$ cat src/rtl/pipe_hazard_ctrl_if.sv
// Hazard-control bundle between the 5-stage pipeline (master) and pipe_hazard_ctrl (slave).
// Optional perf counter signals exist only when HAZ_PERF_CNT_EN is defined.
interface pipe_hazard_ctrl_if #(
    parameter int unsigned REGIDX = 5
);
    logic [REGIDX-1:0] ifid_rs1;
    logic [REGIDX-1:0] ifid_rs2;
    logic              ifid_use_rs1;
    logic              ifid_use_rs2;
    logic [REGIDX-1:0] idex_rd;
    logic              idex_regwrite;
    logic [1:0]        idex_wbsel;
    logic              ex_redirect;
    logic              dmem_req;
    logic              dmem_ready;
    logic              pc_en;
    logic              ifid_en;
    logic              ifid_flush;
    logic              idex_en;
    logic              idex_flush;
    logic              exmem_en;
    logic              memwb_en;
    logic              mem_err;
`ifdef HAZ_PERF_CNT_EN
    logic [31:0]       perf_stall;
    logic [31:0]       perf_flush;
    logic [31:0]       perf_memto;
`endif

    modport master (
        output ifid_rs1, ifid_rs2, ifid_use_rs1, ifid_use_rs2,
        output idex_rd, idex_regwrite, idex_wbsel,
        output ex_redirect, dmem_req, dmem_ready,
        input  pc_en, ifid_en, ifid_flush, idex_en, idex_flush,
        input  exmem_en, memwb_en, mem_err
`ifdef HAZ_PERF_CNT_EN
        , input perf_stall, perf_flush, perf_memto
`endif
    );

    modport slave (
        input  ifid_rs1, ifid_rs2, ifid_use_rs1, ifid_use_rs2,
        input  idex_rd, idex_regwrite, idex_wbsel,
        input  ex_redirect, dmem_req, dmem_ready,
        output pc_en, ifid_en, ifid_flush, idex_en, idex_flush,
        output exmem_en, memwb_en, mem_err
`ifdef HAZ_PERF_CNT_EN
        , output perf_stall, perf_flush, perf_memto
`endif
    );
endinterface

$ cat src/rtl/pipe_hazard_ctrl.sv
// Hazard/stall controller for the 5-stage RV32 pipeline: load-use bubbles, redirect squash,
// dmem-wait freeze with watchdog. Define HAZ_PERF_CNT_EN to add the 32-bit perf counters.
module pipe_hazard_ctrl #(
    parameter int unsigned REGIDX          = 5,
    parameter logic [1:0]  WBSEL_MEM       = 2'b01,
    parameter int unsigned LU_STALL_CYCLES = 1,
    parameter int unsigned MEM_TIMEOUT     = 16
) (
    input  logic               clk,
    input  logic               rst,
    pipe_hazard_ctrl_if.slave  hz
);
    localparam int unsigned LU_W = 2;
    localparam int unsigned WD_W = 8;

    localparam logic [1:0] ST_RUN      = 2'd0;
    localparam logic [1:0] ST_LU_STALL = 2'd1;
    localparam logic [1:0] ST_MEM_WAIT = 2'd2;

    logic [1:0]      state, state_nxt;
    logic [LU_W-1:0] lu_cnt, lu_nxt;
    logic [WD_W-1:0] wd_cnt, wd_nxt;

    logic load_hz, mem_wait, wd_expire, lu_pend;
    logic pc_en, ifid_en, ifid_flush, idex_en, idex_flush, exmem_en, memwb_en, mem_err;

    assign load_hz = hz.idex_regwrite && (hz.idex_wbsel == WBSEL_MEM)
                  && (hz.idex_rd != REGIDX'(0))
                  && ((hz.ifid_use_rs1 && (hz.ifid_rs1 == hz.idex_rd))
                   || (hz.ifid_use_rs2 && (hz.ifid_rs2 == hz.idex_rd)));
    assign mem_wait  = hz.dmem_req && !hz.dmem_ready;
    assign wd_expire = mem_wait && (wd_cnt == WD_W'(MEM_TIMEOUT - 1));
    // A stall interrupted by a freeze keeps its remaining count and resumes afterwards.
    assign lu_pend   = (state != ST_RUN) && (lu_cnt != '0);

    // Priority: freeze > watchdog release > redirect > load-use > normal.
    always_comb begin
        pc_en      = 1'b1;
        ifid_en    = 1'b1;
        ifid_flush = 1'b0;
        idex_en    = 1'b1;
        idex_flush = 1'b0;
        exmem_en   = 1'b1;
        memwb_en   = 1'b1;
        mem_err    = 1'b0;
        state_nxt  = state;
        lu_nxt     = lu_cnt;
        wd_nxt     = '0;
        if (rst) begin
            pc_en     = 1'b0;
            ifid_en   = 1'b0;
            idex_en   = 1'b0;
            exmem_en  = 1'b0;
            memwb_en  = 1'b0;
            state_nxt = ST_RUN;
            lu_nxt    = '0;
        end else if (mem_wait && !wd_expire) begin
            pc_en     = 1'b0;
            ifid_en   = 1'b0;
            idex_en   = 1'b0;
            exmem_en  = 1'b0;
            memwb_en  = 1'b0;
            state_nxt = ST_MEM_WAIT;
            wd_nxt    = wd_cnt + WD_W'(1);
        end else if (mem_wait) begin
            mem_err   = 1'b1;
            state_nxt = lu_pend ? ST_LU_STALL : ST_RUN;
        end else if (hz.ex_redirect) begin
            ifid_flush = 1'b1;
            idex_flush = 1'b1;
            lu_nxt     = '0;
            state_nxt  = ST_RUN;
        end else if (lu_pend) begin
            pc_en      = 1'b0;
            ifid_en    = 1'b0;
            idex_flush = 1'b1;
            lu_nxt     = lu_cnt - LU_W'(1);
            state_nxt  = (lu_cnt == LU_W'(1)) ? ST_RUN : ST_LU_STALL;
        end else if (load_hz) begin
            pc_en      = 1'b0;
            ifid_en    = 1'b0;
            idex_flush = 1'b1;
            if (LU_STALL_CYCLES > 1) begin
                lu_nxt    = LU_W'(LU_STALL_CYCLES - 1);
                state_nxt = ST_LU_STALL;
            end else begin
                state_nxt = ST_RUN;
            end
        end else begin
            state_nxt = ST_RUN;
        end
    end

    always_ff @(posedge clk) begin
        if (rst) begin
            state  <= ST_RUN;
            lu_cnt <= '0;
            wd_cnt <= '0;
        end else begin
            state  <= state_nxt;
            lu_cnt <= lu_nxt;
            wd_cnt <= wd_nxt;
        end
    end

    assign hz.pc_en      = pc_en;
    assign hz.ifid_en    = ifid_en;
    assign hz.ifid_flush = ifid_flush;
    assign hz.idex_en    = idex_en;
    assign hz.idex_flush = idex_flush;
    assign hz.exmem_en   = exmem_en;
    assign hz.memwb_en   = memwb_en;
    assign hz.mem_err    = mem_err;

`ifdef HAZ_PERF_CNT_EN
    logic [31:0] perf_stall, perf_flush, perf_memto;

    // Redirect cycles are the only ones that flush IF/ID, so ifid_flush marks them.
    always_ff @(posedge clk) begin
        if (rst) begin
            perf_stall <= '0;
            perf_flush <= '0;
            perf_memto <= '0;
        end else begin
            if (!pc_en)     perf_stall <= perf_stall + 32'd1;
            if (ifid_flush) perf_flush <= perf_flush + 32'd1;
            if (mem_err)    perf_memto <= perf_memto + 32'd1;
        end
    end

    assign hz.perf_stall = perf_stall;
    assign hz.perf_flush = perf_flush;
    assign hz.perf_memto = perf_memto;
`endif
endmodule

$ cat src/flat_wrapper.sv
// flat-port wrapper written by rule: the top's interface ports become plain ports
module pipe_hazard_ctrl_flat 
#(
    parameter int unsigned REGIDX          = 5,
    parameter logic [1:0]  WBSEL_MEM       = 2'b01,
    parameter int unsigned LU_STALL_CYCLES = 1,
    parameter int unsigned MEM_TIMEOUT     = 16
)
  (clk, rst, hz_ifid_rs1, hz_ifid_rs2, hz_ifid_use_rs1, hz_ifid_use_rs2, hz_idex_rd, hz_idex_regwrite, hz_idex_wbsel, hz_ex_redirect, hz_dmem_req, hz_dmem_ready, hz_pc_en, hz_ifid_en, hz_ifid_flush, hz_idex_en, hz_idex_flush, hz_exmem_en, hz_memwb_en, hz_mem_err);
  pipe_hazard_ctrl_if #(.REGIDX(REGIDX)) hz_i ();
  input  logic clk;
  input  logic rst;
  input wire logic [$bits(hz_i.ifid_rs1)-1:0] hz_ifid_rs1;
  input wire logic [$bits(hz_i.ifid_rs2)-1:0] hz_ifid_rs2;
  input wire logic [$bits(hz_i.ifid_use_rs1)-1:0] hz_ifid_use_rs1;
  input wire logic [$bits(hz_i.ifid_use_rs2)-1:0] hz_ifid_use_rs2;
  input wire logic [$bits(hz_i.idex_rd)-1:0] hz_idex_rd;
  input wire logic [$bits(hz_i.idex_regwrite)-1:0] hz_idex_regwrite;
  input wire logic [$bits(hz_i.idex_wbsel)-1:0] hz_idex_wbsel;
  input wire logic [$bits(hz_i.ex_redirect)-1:0] hz_ex_redirect;
  input wire logic [$bits(hz_i.dmem_req)-1:0] hz_dmem_req;
  input wire logic [$bits(hz_i.dmem_ready)-1:0] hz_dmem_ready;
  output wire logic [$bits(hz_i.pc_en)-1:0] hz_pc_en;
  output wire logic [$bits(hz_i.ifid_en)-1:0] hz_ifid_en;
  output wire logic [$bits(hz_i.ifid_flush)-1:0] hz_ifid_flush;
  output wire logic [$bits(hz_i.idex_en)-1:0] hz_idex_en;
  output wire logic [$bits(hz_i.idex_flush)-1:0] hz_idex_flush;
  output wire logic [$bits(hz_i.exmem_en)-1:0] hz_exmem_en;
  output wire logic [$bits(hz_i.memwb_en)-1:0] hz_memwb_en;
  output wire logic [$bits(hz_i.mem_err)-1:0] hz_mem_err;
  assign hz_i.ifid_rs1 = hz_ifid_rs1;
  assign hz_i.ifid_rs2 = hz_ifid_rs2;
  assign hz_i.ifid_use_rs1 = hz_ifid_use_rs1;
  assign hz_i.ifid_use_rs2 = hz_ifid_use_rs2;
  assign hz_i.idex_rd = hz_idex_rd;
  assign hz_i.idex_regwrite = hz_idex_regwrite;
  assign hz_i.idex_wbsel = hz_idex_wbsel;
  assign hz_i.ex_redirect = hz_ex_redirect;
  assign hz_i.dmem_req = hz_dmem_req;
  assign hz_i.dmem_ready = hz_dmem_ready;
  assign hz_pc_en = hz_i.pc_en;
  assign hz_ifid_en = hz_i.ifid_en;
  assign hz_ifid_flush = hz_i.ifid_flush;
  assign hz_idex_en = hz_i.idex_en;
  assign hz_idex_flush = hz_i.idex_flush;
  assign hz_exmem_en = hz_i.exmem_en;
  assign hz_memwb_en = hz_i.memwb_en;
  assign hz_mem_err = hz_i.mem_err;
  pipe_hazard_ctrl #(.REGIDX(REGIDX), .WBSEL_MEM(WBSEL_MEM), .LU_STALL_CYCLES(LU_STALL_CYCLES), .MEM_TIMEOUT(MEM_TIMEOUT)) u_core (.clk(clk), .rst(rst), .hz(hz_i));
endmodule
$ cat config.mk
export PLATFORM = sky130hd
export DESIGN_NAME = pipe_hazard_ctrl_flat
export DESIGN_NICKNAME = d
export VERILOG_FILES = /design/src/rtl/pipe_hazard_ctrl_if.sv /design/src/rtl/pipe_hazard_ctrl.sv /design/src/flat_wrapper.sv
export SDC_FILE = /design/constraint.sdc
export NUM_CORES = 1
export LEC_CHECK = 0
export CAP_MARGIN = 20
export CORE_MARGIN = 1
export CORE_UTILIZATION = 43
export DETAILED_ROUTE_END_ITERATION = 10
export MAX_ROUTING_LAYER = met4
export PLACE_DENSITY_LB_ADDON = 0.3
export SLEW_MARGIN = 0
export SYNTH_ARGS = -nofsm -noshare
export SYNTH_HDL_FRONTEND = slang
export SYNTH_SLANG_ARGS = --single-unit
$ cat constraint.sdc
create_clock -name clk -period 3.8 [get_ports clk]
set_input_delay 0.57 -clock clk [delete_from_list [all_inputs] [get_ports clk]]
set_output_delay 0.57 -clock clk [all_outputs]
set_load 0.005 [all_outputs]
* Yosys cells after proc, flatten, opt, wreduce, memory -nomap -nowiden
Cells that the tools add are included.
** Cells by class
- Reductions and logical operators :: 19
- Equal/unequal tests :: 5
- Div/mod/pow operators :: 0
- Bitwise gates (word level) :: 2
- Mux-type cells :: 29
- Shift-type cells :: 0
- $mul :: 0
- $lt $le $gt $ge :: 0
- Add/sub/neg operators :: 2
** Operator list (number)
- 1-bit 2-to-1 mux :: 23
- 2-bit 2-to-1 mux :: 6
- 5-bit == test :: 2
- 1-bit logical AND :: 9
- 8-bit by 1-bit adder with 8-bit output, second input constant :: 1
- 8-bit by 4-bit == test with 1-bit output, second input constant :: 1
- 2-bit nonzero test :: 3
- 5-bit nonzero test :: 1
- 2-bit by 1-bit == test with 1-bit output, second input constant :: 2
- 2-bit OR reduction :: 2
- 3-bit AND reduction :: 1
- 1-bit logical NOT :: 2
- 1-bit NOT :: 2
- 2-bit by 1-bit subtractor with 2-bit output, second input constant :: 1
- 1-bit logical OR :: 1
** Word-level totals
- Memories kept :: 0
- Flip-flop bits (word level) :: 12
- Output and inout port bits :: 8
- Latch bits :: 0
- ROM bits :: 0
- Bits of input ports :: 25
- Bits in writable memories :: 0

* Logic depth before layout (Yosys ltp)
Gate-level depths: netlist of the first run.
- Depth after elaboration :: 10
- Mapped depth :: 7
- Mapped depth without buffers :: 6

* Worst setup path after synthesis of the first run
No wires, ideal clock.
- Path kind :: input-to-output
- From :: in hz_dmem_req
- To :: out hz_pc_en
- Path slack :: 1671 ps
- Stages :: 5
- Required time :: 3230 ps
- Data arrival time :: 1559 ps
- Path through :: nor2b_1 nor3_1 a211o_1 a31oi_1 buf_4
** On the way
- Word-level cells in the longest chain between the ends :: 6
- Elaborated cells on any way between the ends :: 7
- Those cells by class :: mux (3); reduce/logical (4)
** Ends and longest elaborated chain
- start, declared :: line flat_wrapper.sv:21 : input wire logic [$bits(hz_i.dmem_req)-1:0] hz_dmem_req;
- 1-bit logical AND * :: line pipe_hazard_ctrl.sv:31 : assign mem_wait = hz.dmem_req && !hz.dmem_ready;
- 1-bit logical AND :: line pipe_hazard_ctrl.sv:32 : assign wd_expire = mem_wait && (wd_cnt == WD_W'(MEM_TIMEOUT - 1));
- 1-bit logical NOT :: line pipe_hazard_ctrl.sv:57 : end else if (mem_wait && !wd_expire) begin
- 1-bit logical AND :: line pipe_hazard_ctrl.sv:57
- 1-bit 2-to-1 mux * (2 in series)
- end, declared :: line flat_wrapper.sv:23 : output wire logic [$bits(hz_i.pc_en)-1:0] hz_pc_en;
Every way passes the cells marked *; elsewhere a longest branch is shown, timed or not.

* Final worst setup path of the first run
- From :: in hz_dmem_req
- To :: out hz_ifid_en
** On the way
- Word-level cells in the longest chain between the ends :: 6
- Elaborated cells on any way between the ends :: 7
- Those cells by class :: mux (3); reduce/logical (4)
** Ends and longest elaborated chain
- 1-bit logical AND * :: line pipe_hazard_ctrl.sv:31
- 1-bit logical AND :: line pipe_hazard_ctrl.sv:32
- 1-bit logical NOT :: line pipe_hazard_ctrl.sv:57
- 1-bit logical AND :: line pipe_hazard_ctrl.sv:57
- 1-bit 2-to-1 mux * :: line pipe_hazard_ctrl.sv:57
- 1-bit 2-to-1 mux * :: line pipe_hazard_ctrl.sv:49 : if (rst) begin
- end, declared :: line flat_wrapper.sv:24 : output wire logic [$bits(hz_i.ifid_en)-1:0] hz_ifid_en;
Marked as above.

==> impl_metrics.tcl, run 1 <==
set metrics [dict create \
    outcome "finished, final reports clean" \
    period_minus_slack_ns 3.09 \
    p_leak_uw 0.000409 \
    ir_drop_mv 0.134 \
    tightest_slew_ns 0.354 \
    pwr-share-clk_pct 34.6 \
    synth_flop_cell "dfxtp_1" \
    fillers 130 \
    clk_latency_ns 0.27 \
    viasPerCell 5.16 \
    gp_congestion 0.783 \
    avgSynthCellArea_um2 8.40 \
    grt_first_pass_wirelength_um 2630 \
    area_delta_synth_final_pct 47.9 \
    postSynth.asyncResetShare_pct 0 \
    fin_cells 135 \
    tritoncts "built" \
    synthesis.nets 115 \
    setup.worst_path.class "primary input to output pin" \
    r2r_slack_ns 2.30 \
    dieArea_um2 1870 \
    hold_viol 0 \
    die_x_um 43.2 \
    finalPower_uw 289 \
    timing.final.ws_setup_ns 0.714 \
    rows 14 \
    syn_inst 87 \
    dp_slack_ns 0.731 \
    synthTopCellsByArea "dfxtp_1 33%, xnor2_1 16%, nor2_1 6.2%" \
    cts_root_buffer "clkbuf_4" \
    end_kind "output pin" \
    yosysMostFrequentCell "xnor2_1" \
    wire_per_inst_um 11.0 \
    hpwl_um 1240 \
    drv_slew 0 \
    synthDominantCellAreaShare_pct 32.9 \
    setup_viol 0 \
    grt_pass1_vias 678 \
    clock_sinks 12 \
    cts_buffer_depth 2 \
    max_cap_viol_count 0 \
    antenna_found_initial 0 \
    via_count 696 \
    firstDrtPassIters 4 \
    fin_crit_sh_pct 81.2 \
    cp.required_ns 3.23 \
    max_freq_mhz 324 \
    yosys.area.top_type "dfxtp_1" \
    diodes 0 \
    multi_input_area_um2 453 \
    switching_share_pct 21.8 \
    startpoint_type "primary input" \
    hold_buffers 0 \
    drt_wl_total_um 1490 \
    synth_area_um2 731 \
    htree_levels 1 \
    drt-initial-drc-count 5 \
    cts_made_buffers 3 \
    synth_common_cells "13 x xnor2_1, 12 x dfxtp_1, 12 x nor2_1" \
    ys_seq_area_share_pct 32.9 \
    coreArea_um2 1540 \
    worst_slew_margin_rel_pct 76.4 \
    power_per_cell_area_nw_per_um2 267 \
    setup-tns-final_ns 0 \
    drc 0 \
    crit_fanout 6 \
    hp-class "register to register" \
    combinationalPowerShare_pct 21.3 \
    seqPwrFrac_pct 44.1 \
    gr-total-overflow 0 \
    rsz0062_at_grt "no" \
    portBuffers 32 \
    num_io_pins 33 \
    p_sw_uw 62.8 \
    power.internal_uw 226 \
    die_y_um 43.2 \
    grt_max_degree 9 \
    final_net_count 148 \
    dpl.cell_count 131 \
    ys_warn_count 0 \
    drive_gt1_share_pct 6.72 \
    grt_use_total_pct 19.5 \
    regArea_um2 240 \
    initial_core_util_pct 47.4 \
    postCtsSetupBuffers 0 \
    cts_resized 0 \
    synth_edf_count 0 \
    ys_types 30 \
    path_clk_slew_ns 0.07 \
    cp.arrival_ns 2.52 \
    postRouteAntennaNets 0 \
    ys_ff_latch 12 \
    skew_ns 0.00164 \
]
[cell usage in the layout (no fill, tap or decap), types with 2 or more instances in the layout]
cell / n
clkdlybuf4s50_1: 32
xnor2_1: 13
nor2_1: 12
dfxtp_1: 12
nand2_1: 5
nor3_1: 4
inv_1: 3
and3_1: 3
nand4_1: 3
xor2_1: 3
ha_1: 3
clkbuf_4: 3
a21oi_1: 2
and2_1: 2
o21ai_0: 2
nand3_1: 2
[per-stage QoR]
| step | utilization (%) | hold slack, ns | cell area [um2] |
|---|---|---|---|
| floorplan | - | 0.413 | 731 |
| global placement | 67.8 | 0.425 | 1040 |
| detailed placement | 67.8 | 0.438 | 1040 |
| CTS | 70.1 | 0.451 | 1080 |
| global route | 70.1 | 0.491 | 1080 |
| finish | 70.1 | 0.453 | 1080 |
[state kept, by name, indices dropped and copies added (netlist names)]
register / flops
u_core.wd_cnt: 8
u_core.state: 2
u_core.lu_cnt: 2
[routing by layer]
layer	vias to the layer above	wire [um]	global-route usage, %
met5	-	0	-
met1	301	633	20.4
met2	33	693	31.9
li1	358	-	-
met3	4	127	5.11
met4	0	31	12.7
[worst max-delay path: stages]
cell,delay (ns)
clkdlybuf4s50_1,0.47
nor2b_1,0.33
nor3_1,0.12
a211o_1,0.27
a31oi_1,0.21
clkdlybuf4s50_1,0.55
[cell families (layout without fill, tap and decap cells)]
logic type      after synthesis  in the layout  synth area share, %
buf+inv                       7             39                 5.14
mux                           1              1                 1.37
compound gates               12             12                 11.3
xor+xnor                     16             16                 19.2
flops                        12             12                 32.9
fa+ha+maj                     3              3                 5.14
simple gates                 36             36                 25.0
[final timing paths]
kind                          from               end  cells past startpoint
hold / removal    u_core.wd_cnt[0]  u_core.wd_cnt[0]                      1
hold reg to reg   u_core.wd_cnt[0]  u_core.wd_cnt[0]                      1
setup reg to reg  u_core.wd_cnt[0]   u_core.state[0]                      5
setup / recovery       hz_dmem_req        hz_ifid_en                      6
[power groups by stage]
| stage | Clock [uW] | Sequential (uW) | Combinational [uW] |
|---|---|---|---|
| final | 99.8 | 127 | 61.5 |
| after detailed placement | 0 | 130 | 62.0 |
| after global routing | 111 | 127 | 66.9 |
| after global placement | 0 | 130 | 61.1 |
| after floorplan | 0 | 130 | 24.4 |
| after CTS | 102 | 127 | 62.2 |
[layout make-up]
type,count,share of cell area (%)
Clock buffer,4,3.36
Multi-Input combinational cell,68,41.9
Timing Repair Buffer,32,29.6
Sequential cell,12,22.2
Tap cell,16,1.85
Inverter,3,1.04
Power figures use the tool's default switching activity.
==> inputs of run 2 (changes only) <==
--- a/config.mk
+++ b/config.mk
@@ -7,7 +7,7 @@
 export LEC_CHECK = 0
 export CAP_MARGIN = 20
 export CORE_MARGIN = 1
-export CORE_UTILIZATION = 43
+export CORE_UTILIZATION = 36
 export DETAILED_ROUTE_END_ITERATION = 10
 export MAX_ROUTING_LAYER = met4
 export PLACE_DENSITY_LB_ADDON = 0.3
==> constraint.sdc (replaced) <==
create_clock -name clk -period 2.7 [get_ports clk]
set_input_delay 0.405 -clock clk [delete_from_list [all_inputs] [get_ports clk]]
set_output_delay 0.405 -clock clk [all_outputs]
set_load 0.005 [all_outputs]
==> run 2 against run 1 <==
Effect of this change:
- non-clock buffer count is 3 higher
- critical path depth is the same
- sequential cell count unchanged
- cell count is 8.9% higher
- critical endpoint unchanged
==> impl_metrics.tcl, run 2 (same netlist as run 1, synthesis figures left out) <==
set metrics [dict create \
    crit_fanout 5 \
    diodes 0 \
    portBuffers 32 \
    dieArea_um2 2210 \
    startpoint_type "register" \
    tritoncts "built" \
    drt-initial-drc-count 8 \
    cts_made_buffers 3 \
    drv_slew 0 \
    area_delta_synth_final_pct 53.6 \
    num_io_pins 33 \
    initial_core_util_pct 40.1 \
    largest_register_ffs 8 \
    path_clk_slew_ns 0.07 \
    clk_latency_ns 0.26 \
    path_cells "ha_1 > and3_4 > nand2_2 > a211o_1 > a31oi_1 > clkdlybuf4s50_1" \
    htree_levels 1 \
    ir_drop_mv 0.210 \
    top_register "u_core.wd_cnt" \
    hpwl_um 1270 \
    drt_wl_total_um 1470 \
    firstDrtPassIters 4 \
    setup.worst_path.class "register to output pin" \
    fin_crit_sh_pct 94.7 \
    max_stage_delay_ns 0.55 \
    wire_per_inst_um 10.0 \
    final_net_count 151 \
    setup_viol 0 \
    crit_family "buffers and inverters" \
    max_cap_viol_count 0 \
    postCtsSetupBuffers 0 \
    grt_pass1_vias 602 \
    end_kind "output pin" \
    cts_resized 0 \
    cp.required_ns 2.30 \
    power_per_cell_area_nw_per_um2 361 \
    finalPower_uw 405 \
    final_cell_mix "32 x clkdlybuf4s50_1, 13 x xnor2_1, 12 x nor2_1, 12 x dfxtp_1" \
    clock_sinks 12 \
    cts_root_buffer "clkbuf_4" \
    setup-tns-final_ns 0 \
    drc 0 \
    final_common_cell "clkdlybuf4s50_1" \
    antenna_found_initial 0 \
    cp.arrival_ns 2.15 \
    hold_viol 0 \
    grt_use_total_pct 15.9 \
    viasPerCell 4.86 \
    period_minus_slack_ns 2.56 \
    max_freq_mhz 391 \
    top_regs "u_core.wd_cnt (8), u_core.lu_cnt (2), u_core.state (2)" \
    hp-class "register to register" \
    worst_slew_margin_rel_pct 82.0 \
    grt_max_degree 8 \
    die_x_um 47.1 \
    path_buf_inv 1 \
    postRouteAntennaNets 0 \
    gp_congestion 0.778 \
    cp_slowest_cell "clkdlybuf4s50_1" \
    via_count 714 \
    drive_gt1_share_pct 10.7 \
    outcome "finished, final reports clean" \
    die_y_um 47.1 \
    fillers 168 \
    gr-total-overflow 0 \
    postLayoutCoreUtil_pct 61.6 \
    hold_buffers 0 \
    grt_first_pass_wirelength_um 2350 \
    p_leak_uw 0.000422 \
    tightest_slew_ns 0.269 \
    skew_ns 0.00150 \
    coreArea_um2 1820 \
    rows 15 \
    cts_buffer_depth 2 \
]
-- run 2: stage by stage --
step	instances	hold slack [ns]	cell area, um2	worst slack [ns]
2_1_floorplan	87	0.413	731	0.851
3_3_place_gp	143	0.427	1080	0.177
3_5_place_dp	143	0.430	1080	0.165
4_1_cts	147	0.444	1110	0.0615
5_1_grt	147	0.472	1120	-0.00339
6_report	147	0.440	1120	0.143
-- run 2: metal layers --
metal	track usage [%]	routed length, um	vias up
met1	17.9	614	312
li1	-	-	367
met4	6.86	13	0
met5	-	0	-
met2	25.3	722	33
met3	5.77	120	2
-- run 2: worst register-to-register path: cells and delay by family, from the launching register on --
| family | cells | cell delay, ns |
|---|---|---|
| flops | 1 | 0.35 |
| simple gates | 3 | 0.51 |
| fa+ha+maj | 1 | 0.20 |
| compound gates | 1 | 0.28 |
-- run 2: final cells by class --
class,count,area (um2),share of cell area (%)
flip-flops and latches,12,240,21.4
clock buffers,4,36.3,3.23
well taps,25,31.3,2.79
inverters,3,11.3,1.00
repair buffers,35,343,30.5
multi-input cells,68,460,41.0
-- run 2: worst paths after layout --
check        depth (start not counted)              from  slack (ns)          endpoint
min reg2reg                          1  u_core.wd_cnt[0]        0.44  u_core.wd_cnt[0]
min                                  1  u_core.wd_cnt[0]        0.44  u_core.wd_cnt[0]
max                                  6  u_core.wd_cnt[0]        0.14        hz_ifid_en
max reg2reg                          5  u_core.wd_cnt[0]        1.31   u_core.state[0]
-- run 2: power breakdown --
group	switching, uW	total (uW)	leakage [uW]	internal (uW)
logic	29.6	89.8	0.000305	60.2
clock network	54.8	137	0.0000210	81.8
registers	0.806	179	0.0000969	178
total	85.2	405	0.000422	320
==> inputs of run 3 (changes only) <==
--- a/config.mk
+++ b/config.mk
@@ -10,7 +10,7 @@
 export CORE_UTILIZATION = 36
 export DETAILED_ROUTE_END_ITERATION = 10
 export MAX_ROUTING_LAYER = met4
-export PLACE_DENSITY_LB_ADDON = 0.3
+export PLACE_DENSITY_LB_ADDON = 0.2
 export SLEW_MARGIN = 0
 export SYNTH_ARGS = -nofsm -noshare
 export SYNTH_HDL_FRONTEND = slang
==> run 3 against run 2 <==
Effect of this change:
- clock skew increased by 0.0028 ns
- core utilization is 0.41 points lower
- final area down 0.67%
- non-clock buffer count down 1
- worst hold slack gained 0.0079 ns
- highest routed layer unchanged
- sequential power is essentially flat
==> impl_metrics.tcl, run 3 (same netlist as run 1, synthesis figures left out) <==
set metrics [dict create \
    htree_levels 1 \
    power_per_cell_area_nw_per_um2 367 \
    drive_gt1_share_pct 9.92 \
    grt_first_pass_wirelength_um 2390 \
    rsz0062_at_grt "no" \
    cp_slowest_cell "clkdlybuf4s50_1" \
    initial_core_util_pct 40.1 \
    gp_congestion 0.780 \
    cp.arrival_ns 2.14 \
    portBuffers 32 \
    min_to "u_core.wd_cnt[0]" \
    postRouteAntennaNets 0 \
    r2r_end "u_core.state[0]" \
    hpwl_um 1250 \
    via_count 699 \
    dpl.cell_count 142 \
    rows 15 \
    drc 0 \
    path_buf_inv 1 \
    top_register "u_core.wd_cnt" \
    largest_register_ffs 8 \
    die_x_um 47.1 \
    max_cap_viol_count 0 \
    path_clk_slew_ns 0.07 \
    hold_viol 0 \
    diodes 0 \
    max_stage_delay_ns 0.53 \
    dieArea_um2 2210 \
    drv_slew 0 \
    drt-initial-drc-count 7 \
    postCtsSetupBuffers 0 \
    clock_sinks 12 \
    top_regs "u_core.wd_cnt (8), u_core.lu_cnt (2), u_core.state (2)" \
    setup_viol 0 \
    die_y_um 47.1 \
    cts_made_buffers 3 \
    grt_pass1_vias 627 \
    fin_crit_sh_pct 94.2 \
    skew_ns 0.00433 \
    worst_slew_margin_rel_pct 81.3 \
    crit_family "buffers and inverters" \
    startpoint_type "register" \
    tightest_slew_ns 0.278 \
    cp.required_ns 2.30 \
    hp-class "register to register" \
    clk_latency_ns 0.28 \
    r2r-start "u_core.wd_cnt[0]" \
    grt_use_total_pct 16.2 \
    grt_max_degree 9 \
    r2r_slack_ns 1.35 \
    setup.worst_path.class "register to output pin" \
    coreArea_um2 1820 \
    firstDrtPassIters 4 \
    max_freq_mhz 393 \
    final_net_count 150 \
    final_cell_mix "32 x clkdlybuf4s50_1, 13 x xnor2_1, 12 x nor2_1, 12 x dfxtp_1" \
    worstRegToRegCells 5 \
    outcome "finished, final reports clean" \
    pwr-share-clk_pct 34.7 \
    p_leak_uw 0.000418 \
    setup-tns-final_ns 0 \
    hold_depth 1 \
    crit_fanout 5 \
    gr-total-overflow 0 \
    worstHoldStart "u_core.wd_cnt[0]" \
    switching_share_pct 21.9 \
    p_sw_uw 89.8 \
    ir_drop_mv 0.191 \
    end_kind "output pin" \
    antenna_found_initial 0 \
    path_cells "ha_1 > and3_4 > nand2_2 > a211o_1 > a31oi_1 > clkdlybuf4s50_1" \
    power.internal_uw 320 \
    cts_buffer_depth 2 \
    cts_resized 0 \
    period_minus_slack_ns 2.54 \
    crit_cells 6 \
    hold_buffers 0 \
    num_io_pins 33 \
    final_common_cell "clkdlybuf4s50_1" \
    fin_cells 146 \
    fillers 174 \
    area_delta_synth_final_pct 52.6 \
    cts_root_buffer "clkbuf_4" \
    tritoncts "built" \
    seqPwrFrac_pct 43.7 \
    combinationalPowerShare_pct 21.6 \
    wire_per_inst_um 10.1 \
    viasPerCell 4.79 \
    drt_wl_total_um 1480 \
]
==> run 3: metrics by stage <==
stage	area, um2	utilization (%)	hold WS, ns	total power (uW)	setup slack [ns]
final	1110	61.2	0.448	409	0.156
after global placement	1070	58.8	0.426	271	0.198
after CTS	1110	60.8	0.453	418	0.0536
after detailed placement	1070	58.8	0.440	273	0.185
after global routing	1110	61.2	0.470	433	0.0279
after floorplan	731	-	0.413	217	0.851
==> run 3: per-layer routing <==
metal	up-vias	wire length, um	global-route usage (%)
met4	0	22	8.57
met5	-	0	-
met1	305	652	17.1
met3	2	81	4.62
li1	363	-	-
met2	29	719	27.2
==> run 3: worst max path at each step <==
stage / start / endpoint / slack [ns]
6_report: u_core.wd_cnt[0] / hz_pc_en / 0.16
2_1_floorplan: u_core.wd_cnt[0] / hz_pc_en / 0.85
3_3_place_gp: hz_dmem_req / hz_ifid_en / 0.20
5_1_grt: hz_idex_rd[3] / hz_idex_flush / 0.03
3_5_place_dp: hz_dmem_req / hz_pc_en / 0.19
4_1_cts: u_core.wd_cnt[0] / hz_pc_en / 0.05
==> run 3: area by class of cell <==
| type | instances | area, um2 | area share (%) |
|---|---|---|---|
| Timing Repair Buffer | 34 | 335 | 30.1 |
| Sequential cell | 12 | 240 | 21.5 |
| Tap cell | 25 | 31.3 | 2.81 |
| Inverter | 3 | 11.3 | 1.01 |
| Multi-Input combinational cell | 68 | 460 | 41.3 |
| Clock buffer | 4 | 36.3 | 3.25 |
==> run 3: power by group through the flow <==
stage          combinational [uW]  sequential, uW  clock [uW]
6_report                     88.4             179         142
5_1_grt                      96.8             179         157
4_1_cts                      89.5             179         149
3_5_place_dp                 89.3             183           0
3_3_place_gp                 88.3             183           0
2_1_floorplan                34.4             183           0
